[src/rtl/popcount_argmax_seq.sv]
// rtl/popcount_argmax_seq.sv - sequential argmax over M captured popcount sums
// Scans a snapshot of the sums one per clock; strict compare keeps the lowest index on ties.
module popcount_argmax_seq #(
  parameter int N = 4,
  parameter int M = 4,
  localparam int SumL = $clog2(N + 1),
  localparam int IdxW = (M > 1) ? $clog2(M) : 1
) (
  input  logic                clk,
  input  logic                rst,
  input  logic                start_i,
  input  logic [M*SumL-1:0]   sums_i,
  output logic                busy_o,
  output logic                done_o,
  output logic [IdxW-1:0]     class_idx_o,
  output logic [SumL-1:0]     max_val_o
);

  typedef enum logic [1:0] {IDLE, SCAN, FIN} state_t;

  localparam logic [IdxW-1:0] LAST_IDX = IdxW'(M - 1);

  state_t              state_q, state_d;
  logic [M*SumL-1:0]   snap_q, snap_d;
  logic [IdxW-1:0]     ptr_q, ptr_d;
  logic [SumL-1:0]     best_val_q, best_val_d;
  logic [IdxW-1:0]     best_idx_q, best_idx_d;
  logic [IdxW-1:0]     class_idx_q, class_idx_d;
  logic [SumL-1:0]     max_val_q, max_val_d;
  logic [SumL-1:0]     cur_val;

  always_comb begin
    cur_val = '0;
    for (int j = 0; j < M; j++) begin
      if (ptr_q == IdxW'(j)) cur_val = snap_q[j*SumL +: SumL];
    end
  end

  always_comb begin
    state_d     = state_q;
    snap_d      = snap_q;
    ptr_d       = ptr_q;
    best_val_d  = best_val_q;
    best_idx_d  = best_idx_q;
    class_idx_d = class_idx_q;
    max_val_d   = max_val_q;
    case (state_q)
      IDLE, FIN: begin
        state_d = IDLE;
        if (start_i) begin
          snap_d     = sums_i;
          best_val_d = sums_i[SumL-1:0];
          best_idx_d = '0;
          ptr_d      = IdxW'(1);
          if (M == 1) begin
            state_d     = FIN;
            class_idx_d = '0;
            max_val_d   = sums_i[SumL-1:0];
          end else begin
            state_d = SCAN;
          end
        end
      end
      SCAN: begin
        if (cur_val > best_val_q) begin
          best_val_d = cur_val;
          best_idx_d = ptr_q;
        end
        // The published result includes the final element's comparison.
        if (ptr_q == LAST_IDX) begin
          state_d     = FIN;
          class_idx_d = best_idx_d;
          max_val_d   = best_val_d;
        end else begin
          ptr_d = ptr_q + IdxW'(1);
        end
      end
      default: state_d = IDLE;
    endcase
  end

  always_ff @(posedge clk or posedge rst) begin
    if (rst) begin
      state_q     <= IDLE;
      snap_q      <= '0;
      ptr_q       <= '0;
      best_val_q  <= '0;
      best_idx_q  <= '0;
      class_idx_q <= '0;
      max_val_q   <= '0;
    end else begin
      state_q     <= state_d;
      snap_q      <= snap_d;
      ptr_q       <= ptr_d;
      best_val_q  <= best_val_d;
      best_idx_q  <= best_idx_d;
      class_idx_q <= class_idx_d;
      max_val_q   <= max_val_d;
    end
  end

  assign busy_o      = (state_q == SCAN);
  assign done_o      = (state_q == FIN);
  assign class_idx_o = class_idx_q;
  assign max_val_o   = max_val_q;

endmodule

[config.mk]
export PLATFORM = sky130hd
export DESIGN_NAME = popcount_argmax_seq
export DESIGN_NICKNAME = d
export VERILOG_FILES = /design/src/rtl/popcount_argmax_seq.sv
export SDC_FILE = /design/constraint.sdc
export NUM_CORES = 1
export LEC_CHECK = 0
export CAP_MARGIN = 20
export CORE_MARGIN = 5
export CORE_UTILIZATION = 34
export DETAILED_ROUTE_END_ITERATION = 8
export SYNTH_ARGS = -nofsm -noshare
export SYNTH_HDL_FRONTEND = slang
export SYNTH_SLANG_ARGS = --single-unit
export TNS_END_PERCENT = 50
[constraint.sdc]
create_clock -name clk -period 2.88 [get_ports clk]
set_input_delay 0.432 -clock clk [delete_from_list [all_inputs] [get_ports clk]]
set_output_delay 0.432 -clock clk [all_outputs]
set_load 0.005 [all_outputs]
==> results of run 1 <==
==> report_power, final <==
part | switching (mW) | total, mW | leakage [nW] | internal, mW
Sequential | 0.120 | 0.662 | 0.320 | 0.542
Clock | 0.121 | 0.243 | 0.0288 | 0.122
Combinational | 0.766 | 1.30 | 0.448 | 0.535
==> area by class of cell <==
type	instances	area share [%]
Sequential cell	26	37.2
Inverter	9	1.93
Tap cell	50	3.57
Clock buffer	4	3.15
Timing Repair Buffer	24	14.4
Multi-Input combinational cell	112	39.7
==> registers in the layout, indices dropped and copies added (netlist names) <==
| signal | cells |
|---|---|
| best_idx_q | 2 |
| class_idx_o | 2 |
| max_val_o | 3 |
| ptr_q | 2 |
| best_val_q | 3 |
| state_q | 2 |
| snap_q | 12 |
==> final timing paths <==
kind,from,to,slack [ns],cells past startpoint
min,rst,snap_q[4],0.46,2
max in group asynchronous,rst,max_val_o[0],1.98,3
max,ptr_q[0],best_idx_q[1],0.23,10
min in group clk,snap_q[10],snap_q[10],0.49,2
min reg2reg,snap_q[10],snap_q[10],0.49,2
max reg2reg,ptr_q[0],best_idx_q[1],0.23,10
==> cells by family (layout without fill, tap and decap cells) <==
| logic type | after synthesis | after routing | share of synthesized area [%] |
|---|---|---|---|
| simple gates | 71 | 71 | 23.4 |
| compound gates | 31 | 31 | 16.8 |
| flops | 26 | 26 | 45.8 |
| buf+inv | 16 | 37 | 5.72 |
| fa+ha+maj | 7 | 7 | 6.16 |
| mux | 3 | 3 | 2.11 |
==> Yosys cell counts (2+ instances only) <==
| cell | n | area [um^2] |
|---|---|---|
| nor2_1 | 6 | 22.5 |
| a211oi_2 | 2 | 25.0 |
| ha_1 | 7 | 87.6 |
| inv_2 | 2 | 7.51 |
| dfrtp_1 | 26 | 651 |
| nand2b_1 | 2 | 12.5 |
| nand3_1 | 6 | 30.0 |
| o21ai_0 | 4 | 20.0 |
| a211oi_1 | 3 | 22.5 |
| nor2b_1 | 4 | 25.0 |
| nor3b_1 | 3 | 22.5 |
| buf_4 | 3 | 22.5 |
| a21boi_0 | 2 | 15.0 |
| nand3b_1 | 3 | 22.5 |
| nand2_1 | 40 | 150 |
| o2111ai_1 | 6 | 52.6 |
| buf_2 | 2 | 10.0 |
| a31oi_1 | 3 | 18.8 |
| mux2i_1 | 3 | 30.0 |
| o211ai_1 | 6 | 45.0 |
| or3_1 | 3 | 18.8 |
| inv_1 | 7 | 26.3 |
==> critical path, cell delays in order, from the launching register on <==
cell	delay [ns]
dfrtp_1	0.44
inv_1	0.12
ha_1	0.28
a211oi_1	0.30
a211oi_2	0.15
ha_1	0.33
and2b_1	0.15
nor3_1	0.05
buf_4	0.18
or3_1	0.40
mux2i_1	0.14
==> per-stage QoR <==
step                      util, %  power [mW]  area (um^2)
final                        43.4        2.21         1750
after global routing         43.4        2.42         1750
after CTS                    42.6        2.19         1720
after detailed placement     41.2        1.94         1660
after global placement       41.2        1.86         1660
after floorplan                 -        1.64         1420
==> repair_timing <==
action | in CTS | in global routing
endpoints found under the hold margin | 0 | 0
endpoints found under the setup margin | 0 | 4
hold buffers | 0 | 0
resized for setup | 0 | 2
==> routing by layer <==
metal | share of wire [%] | wire (um)
met5 | 0 | 0
met4 | 2.5 | 80
met3 | 4.6 | 146
met2 | 48 | 1530
met1 | 45 | 1450
==> reports/results.ini, run 1 <==
[global_route]
met2_usage_pct = 20.6
antenna_found_initial = 0
grt_util_met3_pct = 2.27
use_met1_pct = 16.6
grtUsageTotal_pct = 12.6
grt_pass1_vias = 1174
gr-max-usage-layer = met2
grt_max_degree = 27
grt_overflow = 0
grt_first_pass_wirelength_um = 5460

[clock_tree]
cts_made_buffers = 3
clockRootBuffer = clkbuf_8
cts_sinks = 26
insertion_delay_ns = 0.27
cts_tree = built
clockBufferDepth = 2
clk_pin_slew_ns = 0.10
postCtsSetupRepairBufs = 0
cts-htree-levels = 1

[worst_setup_path]
cp_max_fo = 11
cp.required_ns = 3.04
crit_type = reg -> reg
start_kind = register
cp.arrival_ns = 2.81
end_kind = register

[routing]
vias_per_cell = 5.19
routed_wl_um = 3200
drt_iter0_markers = 66
drtAntennaViolNets = 0
dr.pass1.iters = 4
wl_per_cell_um = 14.2
dr_total_vias = 1168
drc = 0

[sta]
setup_viol_count_final = 0
final.min_clock_period_ns = 2.65
clock.fmax_mhz = 377
relSlewSlack_pct = 62.9
finalWorstSetupSlack_ns = 0.227
finalCritPeriodShare_pct = 92.1
hold_viol = 0
rsz0062_at_grt = no
hold_ws_ns = 0.458
tns_ns = 0
max_slew.worst_pin.slew_ns = 0.557
slew_viol_final = 0
skew_ns = 0.00422

[cells_and_area]
n_fill_cell = 397
multi_input_area_um2 = 696
instances_no_fill = 225
syn_to_final_growth_pct = 23.2
layout.cells.most_common_list = 40 x nand2_1, 26 x dfrtp_1, 21 x clkdlybuf4s50_1
drive_gt1_share_pct = 9.14
nets = 198
regArea_um2 = 651
final_common_cell = nand2_1
num_antenna_cells = 0

[floorplan]
num_rows = 23
die-area_um2 = 5570
die_w_um = 74.7
core_um2 = 4030
initial_core_util_pct = 35.3
die_h_um = 74.7
io_pins = 22

[placement]
dp_slack_ns = 0.149
dp.cells = 220
place.gp.congestion = 0.902
place_hpwl_um = 2350
io_buffers = 21

[synthesis]
synth_cell_type_count = 33
synth_area_um2 = 1420
ys_seq_area_share_pct = 45.8
synthArstFlopShare_pct = 100
avgSynthCellArea_um2 = 9.23
yosys_warnings = 0
synth_seq_cells = 26
synth_edf_count = 0
syn_inst = 154
synth_fp_nets = 176
ys.flop_type = dfrtp_1

[power_and_ir_drop]
p_leak_nw = 0.797
vdd_ir_drop_max_v = 0.000599
power_density_nw_per_um2 = 1260

[run_status]
status = complete, no violations

[run]
cap_violations = 0

[worst_hold_path]
min_path_type = in -> async

(Power assumes the default switching activity.)
==> run 2, diff against run 1 <==
Settings changed: SLEW_MARGIN set to 5.
==> results of run 2 <==
The final DEF is identical to that of run 1; final timing and power are the same.
